==> config.mk <==
export PLATFORM = sky130hd
export DESIGN_NAME = pipelined_shifter
export DESIGN_NICKNAME = d
export VERILOG_FILES = /design/src/rtl/shifter_pkg.sv /design/src/rtl/shift_stage.sv /design/src/rtl/pipelined_shifter.sv
export SDC_FILE = /design/constraint.sdc
export NUM_CORES = 1
export LEC_CHECK = 0
export ABC_AREA = 1
export CAP_MARGIN = 5
export CORE_MARGIN = 3
export CORE_UTILIZATION = 35
export CTS_CLUSTER_DIAMETER = 40
export DETAILED_ROUTE_END_ITERATION = 7
export DONT_BUFFER_PORTS = 1
export SLEW_MARGIN = 15
export SYNTH_ARGS = -nofsm -noshare
export SYNTH_HDL_FRONTEND = slang
export SYNTH_SLANG_ARGS = --single-unit
==> constraint.sdc <==
create_clock -name clk -period 4.7 [get_ports clk]
set_input_delay 0 -clock clk [delete_from_list [all_inputs] [get_ports clk]]
set_output_delay 0 -clock clk [all_outputs]
set_load 0.02 [all_outputs]
==> src/rtl/shifter_pkg.sv <==
// Shared definitions for the pipelined barrel shifter.
// Holds the operation encodings and the elaboration-time helpers.
package shifter_pkg;

    localparam logic [2:0] OP_SLL = 3'b000;
    localparam logic [2:0] OP_SRL = 3'b010;
    localparam logic [2:0] OP_SRA = 3'b011;
    localparam logic [2:0] OP_ROL = 3'b100;
    localparam logic [2:0] OP_ROR = 3'b101;

    function automatic int clog2(input int value);
        int result;
        result = 0;
        for (int i = 0; i < 31; i++) begin
            if ((1 << i) < value) result = i + 1;
        end
        return result;
    endfunction

    function automatic logic op_is_legal(input logic [2:0] op);
        case (op)
            OP_SLL, OP_SRL, OP_SRA, OP_ROL, OP_ROR: return 1'b1;
            default:                                return 1'b0;
        endcase
    endfunction

endpackage

==> src/rtl/shift_stage.sv <==
// One pipeline stage of the shifter: applies amount bits [LVL_LO, LVL_HI)
// and holds the partial result with a local valid/ready handshake.
module shift_stage
    import shifter_pkg::*;
#(
    parameter int DATA_WIDTH = 32,
    parameter int SHAMT_W    = 5,
    parameter int LVL_LO     = 0,
    parameter int LVL_HI     = 2
) (
    input  logic                  clk,
    input  logic                  resetn,
    input  logic                  in_valid,
    output logic                  in_ready,
    input  logic [DATA_WIDTH-1:0] in_data,
    input  logic [SHAMT_W-1:0]    in_shamt,
    input  logic [2:0]            in_op,
    input  logic                  in_sign,
    input  logic                  in_illegal,
    output logic                  out_valid,
    input  logic                  out_ready,
    output logic [DATA_WIDTH-1:0] out_data,
    output logic [SHAMT_W-1:0]    out_shamt,
    output logic [2:0]            out_op,
    output logic                  out_sign,
    output logic                  out_illegal
);

    function automatic logic [DATA_WIDTH-1:0] shift_by(
        input logic [DATA_WIDTH-1:0] x,
        input logic [2:0]            op,
        input logic                  sign,
        input int                    amt
    );
        case (op)
            OP_SLL:  return x << amt;
            OP_SRL:  return x >> amt;
            OP_SRA:  return (x >> amt) | ({DATA_WIDTH{sign}} << (DATA_WIDTH - amt));
            OP_ROL:  return (x << amt) | (x >> (DATA_WIDTH - amt));
            OP_ROR:  return (x >> amt) | (x << (DATA_WIDTH - amt));
            default: return x;
        endcase
    endfunction

    // Each level conditionally shifts by a fixed power of two, LSB level first.
    logic [DATA_WIDTH-1:0] lvl [LVL_LO:LVL_HI];
    assign lvl[LVL_LO] = in_data;

    for (genvar j = LVL_LO; j < LVL_HI; j++) begin : g_level
        assign lvl[j+1] = in_shamt[j] ? shift_by(lvl[j], in_op, in_sign, 1 << j) : lvl[j];
    end

    logic                  valid_q,   valid_d;
    logic [DATA_WIDTH-1:0] data_q,    data_d;
    logic [SHAMT_W-1:0]    shamt_q,   shamt_d;
    logic [2:0]            op_q,      op_d;
    logic                  sign_q,    sign_d;
    logic                  illegal_q, illegal_d;
    logic                  load;

    assign in_ready = !valid_q || out_ready;
    assign load     = in_valid && in_ready;

    // NOTE: every variable gets a default first so no path leaves it unassigned (no latch).
    always_comb begin
        valid_d   = valid_q;
        data_d    = data_q;
        shamt_d   = shamt_q;
        op_d      = op_q;
        sign_d    = sign_q;
        illegal_d = illegal_q;
        if (in_ready) valid_d = in_valid;
        if (load) begin
            data_d    = lvl[LVL_HI];
            shamt_d   = in_shamt;
            op_d      = in_op;
            sign_d    = in_sign;
            illegal_d = in_illegal;
        end
    end

    // NOTE: sequential state uses non-blocking assignments only; the data
    // registers are reset too because the output must read zero during reset.
    always_ff @(posedge clk or negedge resetn) begin
        if (!resetn) begin
            valid_q   <= 1'b0;
            data_q    <= '0;
            shamt_q   <= '0;
            op_q      <= '0;
            sign_q    <= 1'b0;
            illegal_q <= 1'b0;
        end else begin
            valid_q   <= valid_d;
            data_q    <= data_d;
            shamt_q   <= shamt_d;
            op_q      <= op_d;
            sign_q    <= sign_d;
            illegal_q <= illegal_d;
        end
    end

    assign out_valid   = valid_q;
    assign out_data    = data_q;
    assign out_shamt   = shamt_q;
    assign out_op      = op_q;
    assign out_sign    = sign_q;
    assign out_illegal = illegal_q;

endmodule

==> src/rtl/pipelined_shifter.sv <==
// Pipelined barrel shifter (SLL/SRL/SRA/ROL/ROR) with valid/ready on both sides.
// A chain of shift_stage instances each resolves LEVELS_PER_STAGE amount bits.
module pipelined_shifter
    import shifter_pkg::*;
#(
    parameter int DATA_WIDTH       = 32,
    parameter int LEVELS_PER_STAGE = 2
) (
    input  logic                  clk,
    input  logic                  resetn,
    input  logic                  in_valid,
    output logic                  in_ready,
    input  logic [DATA_WIDTH-1:0] A,
    input  logic [DATA_WIDTH-1:0] B,
    input  logic [2:0]            Shiftop,
    output logic                  out_valid,
    input  logic                  out_ready,
    output logic [DATA_WIDTH-1:0] Result,
    output logic                  out_illegal
);

    localparam int SHAMT_W    = clog2(DATA_WIDTH);
    localparam int NUM_STAGES = (SHAMT_W + LEVELS_PER_STAGE - 1) / LEVELS_PER_STAGE;

    logic                  valid_s   [NUM_STAGES+1];
    logic                  ready_s   [NUM_STAGES+1];
    logic [DATA_WIDTH-1:0] data_s    [NUM_STAGES+1];
    logic [SHAMT_W-1:0]    shamt_s   [NUM_STAGES+1];
    logic [2:0]            op_s      [NUM_STAGES+1];
    logic                  sign_s    [NUM_STAGES+1];
    logic                  illegal_s [NUM_STAGES+1];
    logic                  in_illegal;

    // An illegal op enters as zero data; every stage then shifts zeros harmlessly.
    assign in_illegal   = !op_is_legal(Shiftop);
    assign valid_s[0]   = in_valid;
    assign in_ready     = ready_s[0];
    assign data_s[0]    = in_illegal ? '0 : A;
    assign shamt_s[0]   = B[SHAMT_W-1:0];
    assign op_s[0]      = Shiftop;
    assign sign_s[0]    = A[DATA_WIDTH-1];
    assign illegal_s[0] = in_illegal;

    assign ready_s[NUM_STAGES] = out_ready;
    assign out_valid           = valid_s[NUM_STAGES];
    assign Result              = data_s[NUM_STAGES];
    assign out_illegal         = illegal_s[NUM_STAGES];

    for (genvar k = 0; k < NUM_STAGES; k++) begin : g_stage
        localparam int LO = k * LEVELS_PER_STAGE;
        localparam int HI = ((k + 1) * LEVELS_PER_STAGE > SHAMT_W) ? SHAMT_W
                                                                   : (k + 1) * LEVELS_PER_STAGE;
        shift_stage #(
            .DATA_WIDTH (DATA_WIDTH),
            .SHAMT_W    (SHAMT_W),
            .LVL_LO     (LO),
            .LVL_HI     (HI)
        ) u_stage (
            .clk         (clk),
            .resetn      (resetn),
            .in_valid    (valid_s[k]),
            .in_ready    (ready_s[k]),
            .in_data     (data_s[k]),
            .in_shamt    (shamt_s[k]),
            .in_op       (op_s[k]),
            .in_sign     (sign_s[k]),
            .in_illegal  (illegal_s[k]),
            .out_valid   (valid_s[k+1]),
            .out_ready   (ready_s[k+1]),
            .out_data    (data_s[k+1]),
            .out_shamt   (shamt_s[k+1]),
            .out_op      (op_s[k+1]),
            .out_sign    (sign_s[k+1]),
            .out_illegal (illegal_s[k+1])
        );
    end

    // Upper amount bits and the final stage's side-band are deliberately dropped.
    logic sideband_unused;
    assign sideband_unused = ^{B[DATA_WIDTH-1:SHAMT_W], shamt_s[NUM_STAGES],
                               op_s[NUM_STAGES], sign_s[NUM_STAGES]};

endmodule

==> run metrics, run 1 <==
status finished, final reports clean; Final Instance Area 9178 um2; crit path max-delay cell type nand2_1; Routed Antenna Nets 0; port buffer count 0; initial antenna violation count 0; Clock Latency Late Sink 0.42 ns; Layout area overhead 12.45%; Die W 158.7 um; first-pass GRT wire length 40680 um; peak supply drop 0.2232 mV; setup repair bufs after CTS 0; GRT overflow 0; clk_skew 0.01193 ns; asr flop ratio synth 100.0%; Layout Nets 1371; clock transition at the registers of the reported paths 0.06 ns; Cells after Synth 1327; Chip Height 158.7 um; RSZ-0062 raised after global routing no; top-area cell type share of the netlist area 34.95%; die footprint 25190 um2; simple-gate share of the synthesized area 41.55%; final wirelength 24780 um; Pwr Density 517.4 nW/um2; Synth Register Bits 114; clk root buf clkbuf_16; initial core utilization 35.83%; Most used DFF post-synth dfrtp_1; worst slack, placed 1.747 ns; max-cap violation count 0; Crit path required time 5.06 ns; Synth cell types 21; final hold viol count 0; Worst EP arrival 3.54 ns; vias post-DR 8447; area leader, netlist dfrtp_1; Num Clock Sinks 114; Placed Area 8009 um2; syn avg cell area 6.150 um2; number of I/O pins 106; Buf/Inv on CP 4; count leader, synth nand2_1; Slew @ Worst Pin 1.219 ns; Seq/Total Area, Yosys 34.95%; setup ws final 1.515 ns; DRC viols 0; row cnt 55; CP max stage delay 0.69 ns; Post-synth EDFFs 0; largest net degree at the start of global routing 115; fmax 314.0 MHz; critical path peak fanout 32; DR pass1 iterations 6; synth warn 0; Avg WL per Cell 15.24 um; final critical-path required period 3.185 ns; Max-slew headroom 18.55%; main combinational cell family by area after synthesis simple AND/OR/NAND/NOR gates; Area contributors post-synth dfrtp_1 (35%), nand2_1 (18%), nand3_1 (13%); Post-Synthesis Net Count 1398; htree depth 4; crit start category input pin; Slew Limit Fails 0; fin util 40.29%; Max clock buf depth 2; XOR/XNOR Fraction of Synth Area 0%; CP Class input pin to register; placed wire-length estimate 16380 um; delay-heaviest family, CP buffers and inverters; crit end category register; Leak 4.465 nW; GRT Util Overall 19.48%; Iteration-0 DRC Markers 861; layout cell share with drive strength beyond 1 4.113%; synthesized area 8162 um2; routability cong. 0.8819; CTS tree yes; core box area 22780 um2; Synth Area in Adders 0%; Register-to-Register Setup Slack 1.69 ns; most instantiated cells after synthesis nand2_1 (396), nand3_1 (216), nor2_1 (196); vias per cell 5.195; PostCTS Resize Cnt 0; # hold bufs at CTS 58; number of global-route vias before repair 7775; setup TNS 0 ns; Antenna Cells 0; crit-path cells dlygate4sd3_1, inv_1, nand3_1, nand2_1, o21ai_0, nand3_1, nand2_1, nand2_1, dlygate4sd3_1, a21oi_1, dlygate4sd3_1; post-synthesis compound-gate area fraction 12.43%; CTS buffer count 17; mux cell area share after synthesis 0%; min-delay worst type input pin to register; final setup fails 0; final cycle utilization of the critical path 67.76%
state kept, by name, summed over array words and instances, names as in the netlist:
signal	cells
g_stage.u_stage.out_valid	3
g_stage.u_stage.out_data	96
g_stage.u_stage.out_shamt	4
g_stage.u_stage.out_op	6
g_stage.u_stage.out_sign	2
g_stage.u_stage.out_illegal	3
cell usage in the layout, fill, tap and decap left out, types with 2 or more instances in the layout:
master	Yosys	routed
o21ai_0	42	41
clkinv_4	0	2
inv_6	0	4
buf_4	33	6
nand2_2	4	6
dlygate4sd3_1	0	56
inv_1	78	78
dfrtp_1	114	114
nand4_1	3	3
inv_2	3	3
nand2_1	396	394
a21oi_1	156	156
nand3_1	216	216
clkinv_2	0	3
nor2_4	1	2
nor2_1	196	196
clkinvlp_4	0	5
clkbuf_16	0	17
nand3_2	2	2
o21ai_1	2	3
through the flow:
| step | cells | total power, W | hold WS (ns) |
|---|---|---|---|
| floorplan | 1327 | 0.003211 | -0.2956 |
| global placement | 1536 | 0.003418 | -0.2918 |
| detailed placement | 1536 | 0.003438 | -0.2927 |
| CTS | 1626 | 0.004775 | 0.001786 |
| global route | 1626 | 0.005123 | 0.04683 |
| finish | 1626 | 0.004749 | 0.01096 |
routing by layer:
layer | GRT usage (%) | up-vias | part of all wire, % | routed length (um)
li1 | - | 4224 | - | -
met1 | 27.45 | 3867 | 47 | 11620
met2 | 29.40 | 307 | 43 | 10740
met3 | 4.018 | 49 | 6.8 | 1687
met4 | 7.402 | 0 | 3.0 | 734
met5 | 0 | - | 0 | 0
power breakdown:
part	internal, W	total (W)	switching [W]	leakage (nW)
clock network	0.000729	0.00122	0.000494	0.262
logic	0.000549	0.00166	0.00111	2.83
registers	0.00135	0.00187	0.000516	1.37
total	0.00263	0.00475	0.00212	4.47
path summary, 6_finish.rpt:
check                                             start                              end  depth (start not counted)
max                                          Shiftop[2]   g_stage[0].u_stage.out_data[1]                         11
max reg2reg                g_stage[0].u_stage.out_op[1]  g_stage[1].u_stage.out_data[30]                         11
min                                               A[19]  g_stage[0].u_stage.out_data[18]                          6
min reg2reg                g_stage[1].u_stage.out_valid     g_stage[2].u_stage.out_valid                          2
min in group asynchronous                        resetn  g_stage[2].u_stage.out_data[12]                          2
max in group asynchronous                        resetn  g_stage[0].u_stage.out_data[20]                          2
logic make-up after synthesis:
kind of cell	count (synthesis)
AND/OR/NAND/NOR	820
AO/OA/AOI/OAI	202
buffers and inverters	191
flip-flops	114
worst min-delay path, cell delays in order:
cell,delay [ns]
nand2_1,0.03
nand2_1,0.10
nand3_1,0.08
nand2_1,0.06
a21oi_1,0.04
nor2_1,0.08
area by class of cell:
cell class	instances	area, um2
clock buffer	17	425.4
clock inverter	15	135.1
fill	2463	13600
inverter	81	304.0
multi-input combinational	1022	4415
sequential	114	2853
tap	313	391.6
timing repair buffer	64	653.1
Note: power is estimated with default switching activity, not from simulation.
==> run 2: changes to the inputs <==
Clock period 4.7 ns to 2.7 ns, I/O delays scaled along.
==> run metrics, run 2 (synthesis results as in run 1) <==
number of I/O pins 106 (unchanged); met1 wire length 11340 um (was 11620 um); GRT overflow 0 (unchanged); most frequent cells in the layout nand2_1 (394), nand3_1 (216), nor2_1 (196), a21oi_1 (156), dfrtp_1 (114) (unchanged); RSZ-0062 raised after global routing no (unchanged); CP Class input pin to register (unchanged); CP startpoint Shiftop[0] (was Shiftop[2]); Antenna Cells 0 (unchanged); DR pass1 iterations 5 (was 6); setup ws final 0.1545 ns (was 1.515 ns); Iteration-0 DRC Markers 786 (was 861); DRC viols 0 (unchanged); met2 routed WL 11280 um (was 10740 um); Layout area overhead 13.67% (was 12.45%); Max Used Layer met4 (unchanged); first-pass GRT wire length 41790 um (was 40680 um); final critical-path required period 2.546 ns; Leak 4.536 nW (was 4.465 nW); Routed Antenna Nets 0 (unchanged); Layout Nets 1381 (was 1371); clk_skew 0.01147 ns (was 0.01193 ns); FF-to-FF Start g_stage[2].u_stage.out_valid (was g_stage[0].u_stage.out_op[1]); placed wire-length estimate 17060 um (was 16380 um); CTS tree yes (unchanged); initial antenna violation count 0 (unchanged); Final Instance Area 9278 um2 (was 9178 um2); crit start category input pin (unchanged); Crit path required time 3.05 ns (was 5.06 ns); Die W 158.7 um (unchanged); Largest register FFs 96 (unchanged); clk root buf clkbuf_16 (unchanged); final setup fails 0 (unchanged); die footprint 25190 um2 (unchanged); Placed Area 8162 um2 (was 8009 um2); htree depth 4 (unchanged); final cycle utilization of the critical path 94.28%; Max-slew headroom 26.64% (was 18.55%); port buffer count 0 (unchanged); core box area 22780 um2 (unchanged); status finished, final reports clean (unchanged); clock transition at the registers of the reported paths 0.06 ns (about the same); CTS buffer count 17 (unchanged); final hold viol count 0 (unchanged); number of global-route vias before repair 7880 (was 7775); fmax 392.8 MHz; metal3 WL 1874 um (was 1687 um); initial core utilization 35.83% (unchanged); routability cong. 0.8956 (was 0.8819); final wirelength 25010 um (was 24780 um); Chip Height 158.7 um (unchanged); critical path peak fanout 6 (was 32); fin util 40.73% (was 40.29%); worst slack, placed 0.5771 ns (was 1.747 ns); setup TNS 0 ns (unchanged); layout cell share with drive strength beyond 1 5.367% (was 4.113%); Slew Limit Fails 0 (unchanged); min-delay worst type input pin to register (unchanged); max-cap violation count 0 (unchanged); largest net degree at the start of global routing 115 (unchanged); Max clock buf depth 2 (unchanged); Worst EP arrival 2.90 ns (was 3.54 ns); Pwr Density 911.1 nW/um2 (was 517.4 nW/um2); Avg WL per Cell 15.29 um (was 15.24 um); vias per cell 5.176 (was 5.195); GRT Util Overall 19.87% (was 19.48%); row cnt 55 (unchanged); Num Clock Sinks 114 (unchanged); hold_sp A[15] (was A[19]); Slew @ Worst Pin 1.099 ns (was 1.219 ns); vias post-DR 8468 (was 8447); Clock Latency Late Sink 0.42 ns (about the same); commonest non-fill, non-tap cell in the layout nand2_1 (unchanged); peak supply drop 0.4080 mV (was 0.2232 mV); crit end category register (unchanged)
==> run 2: cell count changes in the layout (fill, tap and decap cells not counted) <==
cell,change
buf_4,+15
buf_2,+1
inv_6,+1
dlygate4sd3_1,-7
clkinv_4,-2
buf_12,+1
bufinv_16,+1
clkinv_2,-1
clkbuf_8,+1
inv_4,+1
inv_2,-1
==> run 2: layer usage <==
layer,vias up,track usage [%]
met1,3891,27.83
met5,-,0
met3,38,4.148
met4,0,6.367
li1,4230,-
met2,309,30.71
==> run 2: what timing repair did <==
item                       in CTS  in global routing
gates resized for setup         0                  2
hold buffers                   51                  0
hold endpoints to repair      157                  0
setup endpoints to repair       0                  2
setup buffers                   0                  0
==> run 2: report_power, final <==
group	switching (W)	internal, W	total [W]	leakage, nW
Clock	0.000865	0.00139	0.00226	0.276
Combinational	0.00197	0.00101	0.00298	2.89
Sequential	0.000872	0.00235	0.00322	1.37
==> run 2: critical path, cell delays in order <==
cell and delay [ns]:
dlygate4sd3_1 0.64, nor2_4 0.19, dlygate4sd3_1 0.63, nand3_1 0.09
dlygate4sd3_1 0.56, nand2_1 0.07, a21oi_1 0.06, dlygate4sd3_1 0.58
nor2_1 0.08
==> run 2: final cells by class <==
type,count,area (um2)
well taps,313,391.6
fillers,2473,13500
repair buffers,74,720.7
flip-flops and latches,114,2853
clock buffers,18,439.2
clock inverters,14,151.4
multi-input cells,1022,4415
inverters,81,306.5
==> run 2: stage by stage <==
step	power, W	hold slack, ns	std cells
finish	0.008453	0.007874	1636
global route	0.009127	0.04420	1636
CTS	0.008480	0.001615	1636
detailed placement	0.006065	-0.2923	1553
global placement	0.006041	-0.2916	1553
floorplan	0.005590	-0.2956	1327
==> run 2: worst paths after layout <==
kind / endpoint / slack, ns / cells past startpoint
worst max-delay path: g_stage[0].u_stage.out_data[3] / 0.15 / 9
worst min-delay path: g_stage[0].u_stage.out_data[12] / 0.008 / 6
min in group asynchronous: g_stage[2].u_stage.out_data[24] / 0.18 / 2
max in group asynchronous: g_stage[0].u_stage.out_data[23] / 2.06 / 2
worst max register to register: g_stage[0].u_stage.out_data[3] / 0.24 / 10
worst min register to register: g_stage[2].u_stage.out_valid / 0.48 / 2
==> run 3: changes to the inputs <==
Settings changed: CORE_MARGIN 3 to not set.
==> run metrics, run 3 (synthesis results as in run 1) <==
CTS tree yes (unchanged); core box area 22780 um2 (unchanged); Routed Antenna Nets 0 (unchanged); Layout area overhead 16.51% (was 13.67%); most frequent CP cell nand2_1 (was dlygate4sd3_1); Slew Limit Fails 0 (unchanged); Max clock buf depth 2 (unchanged); Largest register FFs 96 (unchanged); Placed Area 8147 um2 (was 8162 um2); Layout Nets 1400 (was 1381); most frequent cells in the layout nand2_1 (394), nand3_1 (216), nor2_1 (196), a21oi_1 (156), dfrtp_1 (114) (unchanged); Register-to-Register Setup Slack 0.20 ns (was 0.24 ns); routability cong. 0.8733 (was 0.8956); first-pass GRT wire length 41300 um (was 41790 um); clock transition at the registers of the reported paths 0.06 ns (about the same); GRT overflow 0 (unchanged); Leak 4.643 nW (was 4.536 nW); GRT Util Overall 21.56% (was 19.87%); Chip Height 154.7 um (was 158.7 um); port buffer count 0 (unchanged); commonest non-fill, non-tap cell in the layout nand2_1 (unchanged); initial core utilization 35.83% (unchanged); initial antenna violation count 1 (was 0); number of I/O pins 106 (unchanged); RSZ-0062 raised after global routing no (unchanged); crit end category register (unchanged); CP max stage delay 0.56 ns (was 0.64 ns); critical path peak fanout 43 (was 6); die footprint 23930 um2 (was 25190 um2); placed wire-length estimate 16650 um (was 17060 um); final setup fails 0 (unchanged); hold_sp A[6] (was A[15]); Worst Hold Path EP g_stage[0].u_stage.out_data[7] (was g_stage[0].u_stage.out_data[12]); CP Class register to register (was input pin to register); Slew @ Worst Pin 1.093 ns (was 1.099 ns); Worst EP arrival 2.82 ns (was 2.90 ns); crit start category register (was input pin); vias post-DR 8536 (was 8468); Crit path required time 3.02 ns (was 3.05 ns); max-cap violation count 0 (unchanged); clk_skew 0.01425 ns (was 0.01147 ns); Clock Latency Late Sink 0.43 ns (was 0.42 ns); peak supply drop 0.3992 mV (was 0.4080 mV); min-delay worst type input pin to register (unchanged); clk root buf clkbuf_16 (unchanged); final wirelength 24920 um (was 25010 um); crit path max-delay cell type dlygate4sd3_1 (unchanged); DR pass1 iterations 5 (unchanged); CTS buffer count 17 (unchanged); final hold viol count 0 (unchanged); row cnt 55 (unchanged); setup TNS 0 ns (unchanged); Final Instance Area 9509 um2 (was 9278 um2); htree depth 4 (unchanged); crit-path cells nand2_1, nor2_1, nand2_1, nand2_2, inv_4, buf_12, nand2_1, a21oi_1, dlygate4sd3_1, nor2_1 (was dlygate4sd3_1, nor2_4, dlygate4sd3_1, nand3_1, dlygate4sd3_1, nand2_1, a21oi_1, dlygate4sd3_1, nor2_1); number of global-route vias before repair 8094 (was 7880); Die W 154.7 um (was 158.7 um); FF-to-FF End g_stage[0].u_stage.out_data[27] (was g_stage[0].u_stage.out_data[3]); Pwr Density 907.9 nW/um2 (was 911.1 nW/um2); WHS 0.009596 ns (was 0.007874 ns); final cycle utilization of the critical path 92.46% (was 94.28%); status finished, final reports clean (unchanged); Avg WL per Cell 15.05 um (was 15.29 um); worst r2r path cells 10 (unchanged); layout cell share with drive strength beyond 1 5.142% (was 5.367%); FF-to-FF Start g_stage[2].u_stage.out_valid (unchanged); largest net degree at the start of global routing 115 (unchanged); Max-slew headroom 27.06% (was 26.64%); cell count of the worst hold path 6 (unchanged); final critical-path required period 2.496 ns (was 2.546 ns); DRC viols 0 (unchanged); Num Clock Sinks 114 (unchanged); fmax 400.6 MHz (was 392.8 MHz); vias per cell 5.155 (was 5.176); Iteration-0 DRC Markers 659 (was 786)
==> run 3: cell count changes in the layout (fill, tap and decap cells not counted), moves of 2 or more <==
cell,delta
dlygate4sd3_1,+21
clkinv_4,+5
clkinvlp_4,-4
buf_4,-2
clkinv_2,-2
inv_8,+2
==> run 3: area by class of cell <==
type	instances	area, um2
clock buffers	17	425.4
multi-input cells	1022	4415
diodes	1	2.502
inverters	81	306.5
clock inverters	15	198.9
flip-flops and latches	114	2853
repair buffers	93	915.9
fillers	2439	13270
well taps	313	391.6
==> run 3: power by group <==
group          switching (W)  internal [W]  leakage, nW  total (W)
clock               0.000906       0.00148        0.303    0.00239
sequential          0.000875       0.00235         1.37    0.00322
combinational        0.00198       0.00104         2.97    0.00302
==> run 3: stage by stage <==
stage                     total power (W)  worst slack (ns)  instances  util, %
after detailed placement         0.006071            0.5924       1551    35.76
final                            0.008633            0.2036       1656    41.75
after floorplan                  0.005590             1.103       1327        -
after global placement           0.006032            0.6036       1551    35.76
after CTS                        0.008674            0.1078       1655    41.75
after global routing             0.009278          0.003818       1656    41.75
==> run 3: worst max-delay path by stage <==
stage | from | endpoint | slack [ns] | cells past startpoint
after global routing | g_stage[2].u_stage.out_valid | g_stage[0].u_stage.out_data[21] | 0.004 | 10
final | g_stage[2].u_stage.out_valid | g_stage[0].u_stage.out_data[27] | 0.20 | 10
after CTS | g_stage[2].u_stage.out_valid | g_stage[0].u_stage.out_data[27] | 0.11 | 10
after detailed placement | g_stage[2].u_stage.out_valid | g_stage[0].u_stage.out_data[18] | 0.59 | 9
after floorplan | g_stage[2].u_stage.out_valid | g_stage[0].u_stage.out_data[10] | 1.10 | 9
after global placement | g_stage[2].u_stage.out_valid | g_stage[0].u_stage.out_data[18] | 0.60 | 9
==> run 3: worst max-delay path, delay by kind of cell, from the launching register on <==
family          cells  cell delay (ns)
simple gates        6             0.75
flops               1             0.46
compound gates      1             0.11
buf+inv             3             1.05
==> run 3: what timing repair did <==
item	4_1_cts	5_1_grt
setup buffers	0	0
resized for setup	0	2
hold buffers	72	0
hold endpoints to repair	157	0
setup endpoints to repair	0	7
==> run 3: per-layer routing <==
| layer | wire (um) | up-vias | track usage [%] |
|---|---|---|---|
| met1 | 11540 | 3939 | 28.81 |
| met2 | 11100 | 288 | 34.24 |
| met3 | 1670 | 39 | 4.763 |
| met4 | 609 | 0 | 7.449 |
| met5 | 0 | - | 0 |
| li1 | - | 4270 | - |
